===== src/rtl/dmem_ctrl_pkg.sv =====
// Shared memop codes, FSM encodings and lane helpers for the MEM-stage data-memory controller.
package dmem_ctrl_pkg;

  localparam logic [2:0] MEMOP_B  = 3'b000;
  localparam logic [2:0] MEMOP_H  = 3'b001;
  localparam logic [2:0] MEMOP_W  = 3'b010;
  localparam logic [2:0] MEMOP_BU = 3'b100;
  localparam logic [2:0] MEMOP_HU = 3'b101;

  localparam logic [1:0] S_IDLE = 2'd0;
  localparam logic [1:0] S_REQ  = 2'd1;
  localparam logic [1:0] S_RESP = 2'd2;

  function automatic logic memop_legal(input logic [2:0] op);
    return (op == MEMOP_B) || (op == MEMOP_H) || (op == MEMOP_W) ||
           (op == MEMOP_BU) || (op == MEMOP_HU);
  endfunction

  function automatic logic memop_misaligned(input logic [2:0] op, input logic [1:0] a);
    return (((op == MEMOP_H) || (op == MEMOP_HU)) && a[0]) ||
           ((op == MEMOP_W) && (a != 2'b00));
  endfunction

  // Natural alignment of the low address bits for the access size.
  function automatic logic [1:0] memop_align(input logic [2:0] op, input logic [1:0] a);
    logic [1:0] r;
    r = a;
    if ((op == MEMOP_H) || (op == MEMOP_HU)) r[0] = 1'b0;
    else if (op == MEMOP_W)                  r = 2'b00;
    return r;
  endfunction

endpackage


===== src/rtl/dmem_ctrl_lane.sv =====
// dmem_lane: combinational byte-lane steering -- byte enables, store replication,
// load extraction and sign/zero extension from (op, a[1:0]).
module dmem_lane
  import dmem_ctrl_pkg::*;
(
  input  logic [2:0]  op,
  input  logic [1:0]  a,
  input  logic [31:0] wdata,
  input  logic [31:0] rword,
  output logic [3:0]  be,
  output logic [31:0] wrep,
  output logic [31:0] rext
);

  logic [31:0] sh;
  assign sh = rword >> {a, 3'b000};

  always_comb begin
    be   = 4'b1111;
    wrep = wdata;
    rext = sh;
    case (op[1:0])
      2'b00: begin
        be   = 4'b0001 << a;
        wrep = {4{wdata[7:0]}};
      end
      2'b01: begin
        be   = a[1] ? 4'b1100 : 4'b0011;
        wrep = {2{wdata[15:0]}};
      end
      default: ;
    endcase
    case (op)
      MEMOP_B:  rext = {{24{sh[7]}}, sh[7:0]};
      MEMOP_H:  rext = {{16{sh[15]}}, sh[15:0]};
      MEMOP_BU: rext = {24'h0, sh[7:0]};
      MEMOP_HU: rext = {16'h0, sh[15:0]};
      default:  ;
    endcase
  end

endmodule


===== src/rtl/dmem_ctrl.sv =====
// dmem_ctrl: byte/half/word load-store to word RAM with byte enables, ack wait and timeout.
// Optional DMEM_MISALIGN_TRAP_EN: trap misaligned H/W instead of forcing natural alignment.
module dmem_ctrl
  import dmem_ctrl_pkg::*;
#(
  parameter int ADDR_W  = 16,
  parameter int TIMEOUT = 255
) (
  input  logic              clk,
  input  logic              clr_n,
  input  logic              req,
  input  logic              we,
  input  logic [2:0]        op,
  input  logic [31:0]       addr,
  input  logic [31:0]       wdata,
  output logic [31:0]       rdata,
  output logic              busy,
  output logic              done,
  output logic              err,
  output logic              ram_req,
  output logic              ram_we,
  output logic [3:0]        ram_be,
  output logic [ADDR_W-3:0] ram_addr,
  output logic [31:0]       ram_wdata,
  input  logic [31:0]       ram_rdata,
  input  logic              ram_ack
);

  localparam logic [7:0] TO_LAST = 8'(TIMEOUT - 1);

  logic [1:0]  state;
  logic [7:0]  cnt;
  logic        l_we;
  logic [2:0]  l_op;
  logic [1:0]  l_a;
  logic [1:0]  a_al;
  logic        trap;
  logic [3:0]  st_be;
  logic [31:0] st_wrep;
  logic [31:0] ld_rext;
  logic [31:0] st_unused_rext;
  logic [3:0]  ld_unused_be;
  logic [31:0] ld_unused_wrep;
  logic        unused_addr;

  assign unused_addr = ^addr;

`ifdef DMEM_MISALIGN_TRAP_EN
  assign trap = memop_misaligned(op, addr[1:0]);
  assign a_al = addr[1:0];
`else
  assign trap = 1'b0;
  assign a_al = memop_align(op, addr[1:0]);
`endif

  // Store path steers the incoming request; load path extracts with the latched op/offset.
  dmem_lane u_st (
    .op(op), .a(a_al), .wdata(wdata), .rword(32'h0),
    .be(st_be), .wrep(st_wrep), .rext(st_unused_rext)
  );

  dmem_lane u_ld (
    .op(l_op), .a(l_a), .wdata(32'h0), .rword(ram_rdata),
    .be(ld_unused_be), .wrep(ld_unused_wrep), .rext(ld_rext)
  );

  always_ff @(posedge clk or negedge clr_n) begin
    if (!clr_n) begin
      state     <= S_IDLE;
      cnt       <= '0;
      l_we      <= 1'b0;
      l_op      <= '0;
      l_a       <= '0;
      rdata     <= '0;
      busy      <= 1'b0;
      done      <= 1'b0;
      err       <= 1'b0;
      ram_req   <= 1'b0;
      ram_we    <= 1'b0;
      ram_be    <= '0;
      ram_addr  <= '0;
      ram_wdata <= '0;
    end else begin
      done <= 1'b0;
      err  <= 1'b0;
      case (state)
        S_IDLE: if (req) begin
          l_we <= we;
          l_op <= op;
          l_a  <= a_al;
          if (!memop_legal(op) || trap) begin
            state <= S_RESP;
            done  <= 1'b1;
            err   <= 1'b1;
          end else begin
            state     <= S_REQ;
            cnt       <= '0;
            busy      <= 1'b1;
            ram_req   <= 1'b1;
            ram_we    <= we;
            ram_be    <= st_be;
            ram_addr  <= addr[ADDR_W-1:2];
            ram_wdata <= st_wrep;
          end
        end
        S_REQ: begin
          // Ack is tested first so an ack in the last allowed cycle is not an error.
          if (ram_ack) begin
            if (!l_we) rdata <= ld_rext;
            state   <= S_RESP;
            done    <= 1'b1;
            busy    <= 1'b0;
            ram_req <= 1'b0;
            ram_we  <= 1'b0;
          end else if (cnt == TO_LAST) begin
            state   <= S_RESP;
            done    <= 1'b1;
            err     <= 1'b1;
            busy    <= 1'b0;
            ram_req <= 1'b0;
            ram_we  <= 1'b0;
          end else if (cnt != 8'hFF) begin
            cnt <= cnt + 8'd1;
          end
        end
        S_RESP:  state <= S_IDLE;
        default: state <= S_IDLE;
      endcase
    end
  end

endmodule

===== config.mk =====
export PLATFORM = sky130hd
export DESIGN_NAME = dmem_ctrl
export DESIGN_NICKNAME = d
export VERILOG_FILES = /design/src/rtl/dmem_ctrl_pkg.sv /design/src/rtl/dmem_ctrl_lane.sv /design/src/rtl/dmem_ctrl.sv
export SDC_FILE = /design/constraint.sdc
export NUM_CORES = 1
export LEC_CHECK = 0
export CAP_MARGIN = 30
export CORE_MARGIN = 2
export CORE_UTILIZATION = 50
export CTS_BUF_LIST = sky130_fd_sc_hd__clkbuf_8
export DETAILED_ROUTE_END_ITERATION = 8
export PLACE_DENSITY = 0.83
export SLEW_MARGIN = 20
export SYNTH_ARGS = -nofsm -noshare
export SYNTH_HDL_FRONTEND = slang
export SYNTH_HIERARCHICAL = 1
export SYNTH_SLANG_ARGS = --single-unit

===== constraint.sdc =====
create_clock -name clk -period 2.6 [get_ports clk]
set_clock_uncertainty 0.2 [all_clocks]
set_input_delay 0.26 -clock clk [delete_from_list [all_inputs] [get_ports clk]]
set_output_delay 0.26 -clock clk [all_outputs]
set_load 0.02 [all_outputs]

==> Word level (Yosys, flattened, before mapping) <==
Index checks and enable logic that the tools add are counted.
{ "op_classes": {"n_reduce_logical": 16, "add_sub_neg": 1, "muxes": 33, "bitwise": 1, "eq_ne": 17, "n_shift": 2} }
{ "ops": {"columns": ["operator", "count"], "rows": [
  ["$pmux W32 S4", 1],
  ["$pmux W32 S2", 1],
  ["$mux W8", 5],
  ["$shr A32 B5 Y32", 1],
  ["$pmux W8 S2", 1],
  ["$mux W1", 13],
  ["$eq A3 B3 Y1 const B", 4],
  ["$mux W2", 5],
  ["$ne A2 B2 Y1 const B", 5],
  ["$add A8 B1 Y8 const B", 1],
  ["$eq A8 B8 Y1 const B", 1],
  ["$ne A8 B8 Y1 const B", 1],
  ["$pmux W1 S2", 4],
  ["$pmux W4 S2", 1],
  ["$eq A3 B1 Y1 const B", 2],
  ["$logic_not A3 Y1", 2],
  ["$reduce_and A3 Y1", 2],
  ["$reduce_and A6 Y1", 1],
  ["$logic_or A1 B1 Y1", 5],
  ["$eq A2 B1 Y1 const B", 2],
  ["$logic_not A2 Y1", 2],
  ["$mux W4", 1],
  ["$pmux W2 S2", 1],
  ["$reduce_and A2 Y1", 2],
  ["6 further kinds", 6]
]} }
{ "totals": {"output_inout_bits": 87, "regBits": 102} }

==> Depth between registers and ports, before layout <==
Gate-level depths: netlist (run 1).
{ "depth": {"depth_word": 8, "ltp_mapped": 10} }

==> Modules after synthesis <==
Netlist (run 1), hierarchy kept.
{ "modules_own_cells": {"columns": ["mod", "cells_per_inst", "area_per_inst_um2", "seq_area_each_um2", "n_inst"], "rows": [
  ["dmem_ctrl", 376, 4131.5, 2552.4, 1],
  ["dmem_lane", 191, 1272.5, 0.0, 2]
]} }

==> Worst setup path before layout (run 1) <==
Ideal clock, no wire load.
{ "synth_path": {"kind": "register to register", "from": "register l_a[1]", "to": "register rdata[22]", "slack_ns": 0.744, "path_stages_with_launch": 6, "path_buffers": 1, "arrival_time_ns": 1.531, "synth_period_minus_slack_ns": 1.856, "setup_ns": 0.125, "cell_sequence": "dfrtp_1 mux2_4 a22oi_2 buf_6 nand3_1 mux2_2"} }
{ "synth_via": {"elab_chain_cells": 2} }
{ "synth_lines": {"columns": ["item", "line_no", "source"], "rows": [
  ["start, declared", "dmem_ctrl.sv:35", "logic [1:0] l_a;"],
  ["start signal, assigned", "dmem_ctrl.sv:90", "l_a <= a_al;"],
  ["$shr A32 B5 Y32", "dmem_ctrl_lane.sv:16", "assign sh = rword >> {a, 3'b000};"],
  ["$pmux W32 S4", "dmem_ctrl_lane.sv:33", "case (op)"],
  ["net ld_rext[22]", "dmem_ctrl.sv:40", "logic [31:0] ld_rext;"],
  ["end signal, assigned", "dmem_ctrl.sv:109", "if (!l_we) rdata <= ld_rext;"],
  ["end, declared", "dmem_ctrl.sv:16", "output logic [31:0] rdata,"]
]} }
The timed path passes the listed nets, and every way through them passes these cells.
A chain may end at the register's enable or synchronous reset.

==> Worst setup path after layout (run 1) <==
{ "layout_path": {"from": "register l_a[1]", "to": "register rdata[17]"} }
Same word-level chain as after synthesis.

==> results of run 1 <==
-- through the flow --
step / worst slack, ns / total power (W) / cell area, um2
after floorplan: 0.744 / 0.00449 / 5470
after global placement: 0.346 / 0.00588 / 7130
after detailed placement: 0.278 / 0.00599 / 7130
after CTS: 0.426 / 0.00703 / 7340
after global routing: 0.239 / 0.00740 / 7340
final: 0.421 / 0.00699 / 7340
-- routing by layer --
layer,up-vias,track usage [%],wire (um)
li1,2205,-,-
met1,2236,28.8,5630
met2,166,42.9,7220
met3,24,7.11,1270
met4,0,9.52,312
met5,-,0,0
-- worst min path at each step --
stage,startpoint,to,slack [ns],cells after the start
after CTS,addr[3],ram_addr[1],0.20,3
after floorplan,clr_n,cnt[0],-0.24,0
after global routing,addr[7],ram_addr[5],0.21,3
final,addr[3],ram_addr[1],0.20,3
after detailed placement,clr_n,rdata[2],0.18,1
after global placement,clr_n,rdata[2],0.17,1
-- sequential cells by signal, summed over array words and instances (netlist names) --
register / count
ram_addr: 14
err: 1
ram_be: 4
l_op: 3
ram_req: 1
ram_we: 1
l_we: 1
l_a: 2
done: 1
cnt: 8
ram_wdata: 32
state: 2
rdata: 32
-- repair_timing --
item	CTS	global route
hold buffers	1	0
endpoints found under the hold margin	57	0
buffers inserted	0	0
-- area by class of cell --
type | count | area, um2 | area share [%]
sequential | 102 | 2550 | 34.8
tap | 140 | 175 | 2.39
clock buffer | 11 | 151 | 2.06
multi-input combinational | 417 | 2530 | 34.5
inverter | 4 | 15.0 | 0.204
clock inverter | 5 | 48.8 | 0.664
timing repair buffer | 186 | 1870 | 25.5
-- where the power goes --
part / total (W) / internal, W / switching [W]
sequential: 0.00251 / 0.00214 / 0.000370
clock: 0.00103 / 0.000490 / 0.000543
combinational: 0.00345 / 0.00168 / 0.00177
-- worst min-delay path, delay by kind of cell --
family | cells | cell delay [ns]
AND/OR/NAND/NOR | 2 | 0.10
buffers and inverters | 1 | 0.40
==> impl_metrics.csv, run 1 <==
group,metric,value,unit
status,status,"completed",
layout,fillers,860,
drt,vias_per_cell,5.35,
global_route,grt_use_total,24.7,%
worst_setup_path,rr_worst_depth,4,
synthesis,ys_warn_count,6,
pwr,p_leak,3.37,nW
floorplan,core_area,10700,um2
worst_setup_path,path_class,"reg -> reg",
synthesis,synth_area,5470,um2
floorplan,initial_core_util,50.9,%
placement,dp_cells,848,
cts,clk_latency,0.38,ns
worst_setup_path,cpMostUsedCell,"mux2_2",
worst_setup_path,critPathBufInv,0,
drt,antenna_left,0,
global_route,grt_pass1_wl,22.8,mm
worst_setup_path,crit_arrival,2.25,ns
min_path,hold_class,"in -> reg",
cts,clock_path_buffers,2,
worst_setup_path,critPathMaxFanout,16,
floorplan,dieArea,11800,um2
placement,place_congestion,0.850,
drt,drcViolationCount,0,
placement,hpwl,10.5,mm
worst_setup_path,cp.required,2.67,ns
pwr,ir_drop,0.616,mV
cts,cts_tree,"yes",
timing,drv_slew,0,
global_route,grt_overflow_total,0,
synthesis,synth_area_per_cell,9.47,um2
timing,finalCriticalPeriod,2.18,ns
cts,cts_resized,0,
placement,port_buffers,174,
layout,antennaDiodeCount,0,
global_route,antenna_found_initial,0,
worst_setup_path,critPathCapture,"rdata[17]",
timing,finalCritPeriodShare,83.8,%
worst_setup_path,critPathCaptureType,"flop",
cts,root_buffer,"clkbuf_8",
run,maxCapViolCount,0,
layout,final_core_utilization,68.4,%
timing,relSlewSlack,43.4,%
cts,cts_max_level,3,
timing,rsz0062_at_grt,"false",
timing,tns,0,ns
timing,fmax,459,MHz
floorplan,die_w,109,um
drt,dr_total_vias,4631,
drt,wl_per_cell,16.7,um
drt,drtIter0Drc,227,
timing,whs,0.201,ns
cts,cts.clk_slew.worst_paths,0.10,ns
worst_setup_path,reg2reg_slack,0.42,ns
layout,syn2layout_area_growth,34.2,%
floorplan,fp.dieH,109,um
worst_setup_path,r2r-end,"rdata[17]",
worst_setup_path,critical_path_depth,4,
drt,dr.pass1.iters,4,
timing,setup_violations,0,
cts,numCtsBuffers,9,
timing,tightest_slew,0.849,ns
timing,hold_violations,0,
global_route,grt_pass1_vias,4764,
floorplan,rows,38,
layout,layout_common_cells,"203 x nand2_1, 173 x clkdlybuf4s50_1, 102 x dfrtp_1",
worst_setup_path,crit_family,"multiplexers",
layout,layout_commonest_cell,"nand2_1",
layout,nNetsFinal,826,
worst_setup_path,r2r-start,"l_a[1]",
worst_setup_path,crit_slowest_cell,"dfrtp_1",
worst_setup_path,critical_path.cell_chain,"mux2_2 > a32oi_4 > nand3_1 > mux2_2",
layout,drive_above_1_share,13.4,%
cts,clkSinkCount,102,
floorplan,io_pins,191,
global_route,grt_start_max_net_pins,59,
synthesis,synth_nets,684,
worst_setup_path,startpoint,"l_a[1]",
drt,wirelength,14.4,mm
synthesis,syn_inst,578,
worst_setup_path,slowest_delay,0.52,ns
worst_setup_path,start_kind,"flop",
pwr,cellPowerDensity,952,nW/um2
layout,instances_no_fill,865,
Power figures use the tool's default switching activity.
==> run 2: changes to the inputs <==
clock period = 2.28 ns   (was 2.6 ns; I/O delays follow)
==> run 2 against run 1 <==
  * Sequential share of layout area fell by 0.42 points
  * Sequential power rose by 15%
  * Count of clock-buffer cells in the layout fell by 2
  * Clock power rose by 21%
  * Wire length rose by 0.78%
  * Combinational power rose by 15%
  * Global-route usage barely moved
  * Worst setup slack got worse by 0.29 ns
  * Highest routed layer unchanged
==> impl_metrics.csv, run 2 (same netlist as run 1, synthesis figures left out) <==
group,metric,value,unit
layout,fillers,833,
layout,layout_commonest_cell,"nand2_1",
worst_setup_path,slowest_delay,0.52,ns
min_path,min_to,"ram_addr[0]",
layout,nNetsFinal,830,
run,maxCapViolCount,0,
worst_setup_path,r2r-end,"rdata[10]",
timing,relSlewSlack,58.6,%
cts,clock_path_buffers,2,
cts,numCtsBuffers,9,
pwr,cellPowerDensity,1090,nW/um2
min_path,hold_path.startpoint,"addr[2]",
floorplan,fp.dieH,109,um
timing,rsz0062_at_grt,"false",
layout,layout_common_cells,"203 x nand2_1, 173 x clkdlybuf4s50_1, 101 x dfrtp_1",
worst_setup_path,r2r-start,"l_a[1]",
timing,finalCriticalPeriod,2.15,ns
cts,cts.clk_slew.worst_paths,0.10,ns
layout,reg_top3,"ram_wdata x32, rdata x32, ram_addr x14",
floorplan,dieArea,11800,um2
timing,fin_ws,0.130,ns
global_route,grt_start_max_net_pins,52,
drt,drcViolationCount,0,
drt,vias_per_cell,5.49,
global_route,grt_use_total,24.7,%
timing,tns,0,ns
global_route,antenna_found_initial,0,
timing,drv_slew,0,
floorplan,io_pins,191,
worst_setup_path,critical_path.cell_chain,"buf_4 > mux2i_1 > a2bb2oi_1 > a21oi_1 > mux2_2",
drt,drtIter0Drc,317,
worst_setup_path,path_class,"reg -> reg",
layout,drive_above_1_share,13.9,%
worst_setup_path,critPathMaxFanout,23,
status,status,"completed",
placement,hpwl,10.6,mm
worst_setup_path,crit_family,"multiplexers",
worst_setup_path,crit_slowest_cell,"dfrtp_1",
pwr,ir_drop,0.583,mV
global_route,grt_overflow_total,0,
timing,hold_violations,0,
floorplan,initial_core_util,50.9,%
drt,wl_per_cell,16.7,um
global_route,grt_pass1_wl,22.7,mm
cts,root_buffer,"clkbuf_8",
placement,port_buffers,174,
cts,cts_tree,"yes",
pwr,p_total,0.00810,W
drt,antenna_left,0,
floorplan,rows,38,
floorplan,core_area,10700,um2
worst_setup_path,critPathCaptureType,"flop",
placement,place_congestion,0.844,
layout,antennaDiodeCount,0,
pwr,p_leak,3.41,nW
timing,setup_violations,0,
timing,tightest_slew,0.620,ns
worst_setup_path,cp.required,2.35,ns
worst_setup_path,start_kind,"flop",
global_route,grt_pass1_vias,4762,
floorplan,die_w,109,um
cts,cts_max_level,3,
min_path,hold_path_depth,3,
worst_setup_path,reg2reg_slack,0.13,ns
cts,clkSinkCount,102,
layout,syn2layout_area_growth,35.9,%
cts,clk_latency,0.37,ns
min_path,hold_class,"in -> reg",
timing,finalCritPeriodShare,94.3,%
placement,dpl_worst_slack,0.0584,ns
worst_setup_path,crit_arrival,2.22,ns
drt,dr_total_vias,4770,
drt,dr.pass1.iters,6,
worst_setup_path,critPathBufInv,1,
timing,whs,0.178,ns
timing,fmax,465,MHz
worst_setup_path,rr_worst_depth,5,
drt,wirelength,14.5,mm
-- run 2: worst max path at each step --
stage           start         to  slack (ns)  cells past startpoint
4_1_cts        cnt[0]     cnt[5]        0.08                      5
5_1_grt        cnt[0]     cnt[5]        0.03                      5
3_3_place_gp    op[2]     cnt[6]        0.17                      5
2_1_floorplan  l_a[1]  rdata[22]        0.42                      5
3_5_place_dp    op[2]     cnt[5]        0.06                      5
6_report       l_a[1]  rdata[10]        0.13                      5
-- run 2: cell type report --
type	instances	area [um2]	area share, %
clock buffers	9	124	1.67
clock inverters	7	90.1	1.21
well taps	140	175	2.35
multi-input cells	417	2540	34.2
flip-flops and latches	102	2550	34.3
repair buffers	190	1940	26.0
inverters	4	15.0	0.202
-- run 2: power by group --
part / leakage (nW) / internal, W / switching [W]
Sequential: 1.28 / 0.00245 / 0.000433
Clock: 0.116 / 0.000615 / 0.000638
Combinational: 2.01 / 0.00195 / 0.00201
Total: 3.41 / 0.00501 / 0.00308
-- run 2: per-stage QoR --
step	instance area [um2]	utilization (%)	cells
6_report	7440	69.2	869
4_1_cts	7430	69.1	869
3_5_place_dp	7200	67.0	852
5_1_grt	7440	69.2	869
3_3_place_gp	7200	67.0	852
2_1_floorplan	5470	-	578
-- run 2: what timing repair did --
action | CTS | global route
setup buffers | 0 | 0
endpoints found under the hold margin | 44 | 0
hold buffers | 1 | 0
gates resized for setup | 0 | 3
setup endpoints to repair | 0 | 8
-- run 2: worst reg2reg max path, cell delays in order, from the launching register on --
cell and delay, ns:
dfrtp_1 0.52, buf_4 0.34, mux2i_1 0.38, a2bb2oi_1 0.24
a21oi_1 0.09, mux2_2 0.28
-- run 2: routing by layer --
layer | share of wire, % | track usage [%]
met1 | 38 | 28.3
met2 | 50 | 43.1
met3 | 9.7 | 8.13
met4 | 1.9 | 8.70
met5 | 0 | 0
==> run 3: changes to the inputs <==
ABC_CLOCK_PERIOD_IN_PS = 2280   (was unset)
CORE_MARGIN = unset   (was 2)
PLACE_DENSITY = 0.86   (was 0.83)
==> run 3 against run 2 <==
  * Hold slack got worse by 0.10 ns
  * Count of clock-buffer cells in the layout did not move
  * First-iteration DRC count rose by 7.3%
  * Fmax rose by 0.39%
  * Highest routed layer unchanged
==> impl_metrics.csv, run 3 (same netlist as run 1, synthesis figures left out) <==
group,metric,value,unit
layout,nNetsFinal,835,
placement,port_buffers,174,
global_route,grt_use_met1,30.5,%
timing,hold_violations,0,
status,status,"completed",
placement,hpwl,10.9,mm
worst_setup_path,start_kind,"flop",
layout,layout_common_cells,"203 x nand2_1, 173 x clkdlybuf4s50_1, 102 x dfrtp_1",
worst_setup_path,crit_family,"multiplexers",
layout,syn2layout_area_growth,36.0,%
global_route,antenna_found_initial,0,
global_route,busiest_layer,"met2",
worst_setup_path,cp.required,2.33,ns
floorplan,dieArea,11400,um2
timing,tightest_slew,0.547,ns
floorplan,io_pins,191,
timing,setup_violations,0,
cts,cts_tree,"yes",
timing,fmax,467,MHz
worst_setup_path,critPathMaxFanout,22,
layout,fillers,769,
worst_setup_path,crit_arrival,2.19,ns
pwr,p_switching,0.00308,W
global_route,grt_start_max_net_pins,54,
layout,drive_above_1_share,14.3,%
timing,whs,0.0779,ns
layout,antennaDiodeCount,0,
worst_setup_path,critPathBufInv,1,
global_route,grt_overflow_total,0,
drt,drtIter0Drc,340,
timing,tns,0,ns
global_route,gr-usage-met3,7.17,%
global_route,grt_use_total,26.5,%
pwr,ir_drop,0.612,mV
cts,root_buffer,"clkbuf_8",
timing,finalCriticalPeriod,2.14,ns
drt,dr.pass1.iters,5,
layout,layout_commonest_cell,"nand2_1",
run,maxCapViolCount,0,
global_route,met2_usage,47.8,%
cts,numCtsBuffers,9,
pwr,power_frac_comb,49.1,%
drt,wirelength,14.7,mm
layout,reg_top3,"ram_wdata x32, rdata x32, ram_addr x14",
pwr,sw_frac_of_total,38.1,%
pwr,intPower,0.00500,W
cts,clkSinkCount,102,
layout,multi_input_area,2540,um2
worst_setup_path,slowest_delay,0.53,ns
drt,antenna_left,0,
layout,ff_latch_area,2550,um2
floorplan,fp.dieH,107,um
timing,relSlewSlack,63.5,%
cts,post-cts-setup-buffers,0,
drt,wl_per_cell,16.9,um
cts,clk_latency,0.35,ns
cts,cts_max_level,3,
layout,stdcell_area,7450,um2
worst_setup_path,crit_slowest_cell,"dfrtp_1",
cts,cts.clk_slew.worst_paths,0.10,ns
cts,clock_path_buffers,2,
worst_setup_path,critPathCaptureType,"flop",
worst_setup_path,path_class,"reg -> reg",
pwr,clockPowerShare,15.2,%
worst_setup_path,critical_path.cell_chain,"buf_4 > mux2i_1 > a2bb2oi_1 > a21oi_1 > mux2_2",
pwr,p_total,0.00808,W
floorplan,initial_core_util,52.3,%
floorplan,rows,37,
global_route,grt_pass1_wl,23.6,mm
min_path,hold_class,"in -> async",
pwr,cellPowerDensity,1080,nW/um2
timing,drv_slew,0,
timing,finalCritPeriodShare,93.9,%
placement,placed_area,7210,um2
global_route,grt_pass1_vias,4884,
placement,place_congestion,0.875,
drt,dr_total_vias,4706,
floorplan,die_w,107,um
floorplan,core_area,10500,um2
drt,drcViolationCount,0,
pwr,p_leak,3.42,nW
pwr,pwr-share-seq,35.6,%
timing,rsz0062_at_grt,"false",
drt,vias_per_cell,5.41,
-- run 3: cell types whose count changed in the layout (fill, tap and decap cells not counted) --
cell | previous run | this run
clkinv_2 | 1 | 0
dfrtp_2 | 1 | 0
buf_4 | 10 | 17
dfrtp_1 | 101 | 102
clkinvlp_4 | 0 | 2
buf_12 | 6 | 4
inv_6 | 1 | 0
-- run 3: power groups by stage --
stage | registers, W | logic, W | clock network (W)
floorplan | 0.00355 | 0.00157 | 0
detailed placement | 0.00291 | 0.00396 | 0
global route | 0.00296 | 0.00424 | 0.00133
global placement | 0.00287 | 0.00385 | 0
finish | 0.00288 | 0.00397 | 0.00123
CTS | 0.00288 | 0.00398 | 0.00126
-- run 3: repair_timing --
action | in CTS | in global routing
setup endpoints to repair | 0 | 7
resized for setup | 0 | 2
endpoints found under the hold margin | 102 | 0
hold buffers | 1 | 0
-- run 3: metal layers --
metal | wire length (um) | vias to the layer above
met5 | 0 | -
met4 | 290 | 0
met3 | 1150 | 23
met2 | 7420 | 195
met1 | 5810 | 2250
li1 | - | 2238
-- run 3: cell type report --
class                           instances  share of cell area (%)
Clock inverter                          7                    1.23
Clock buffer                            9                    1.66
Inverter                                4                   0.202
Timing Repair Buffer                  195                    26.2
Sequential cell                       102                    34.3
Multi-Input combinational cell        417                    34.2
Tap cell                              136                    2.29
-- run 3: through the flow --
step,std cells,setup WS [ns],util [%]
floorplan,578,0.424,-
global placement,853,0.159,68.9
detailed placement,853,0.0776,68.9
CTS,870,0.0692,71.1
global route,870,0.0525,71.2
finish,870,0.138,71.2
-- run 3: worst paths after layout --
| check | start | endpoint | slack [ns] | cells past startpoint |
|---|---|---|---|---|
| min | clr_n | ram_addr[12] | 0.08 | 2 |
| max in group asynchronous | clr_n | cnt[1] | 1.17 | 3 |
| max | l_a[1] | rdata[10] | 0.14 | 5 |
| max reg2reg | l_a[1] | rdata[10] | 0.14 | 5 |
| min reg2reg | ram_wdata[3] | ram_wdata[3] | 0.28 | 2 |
| min in group clk | addr[7] | ram_addr[5] | 0.18 | 3 |
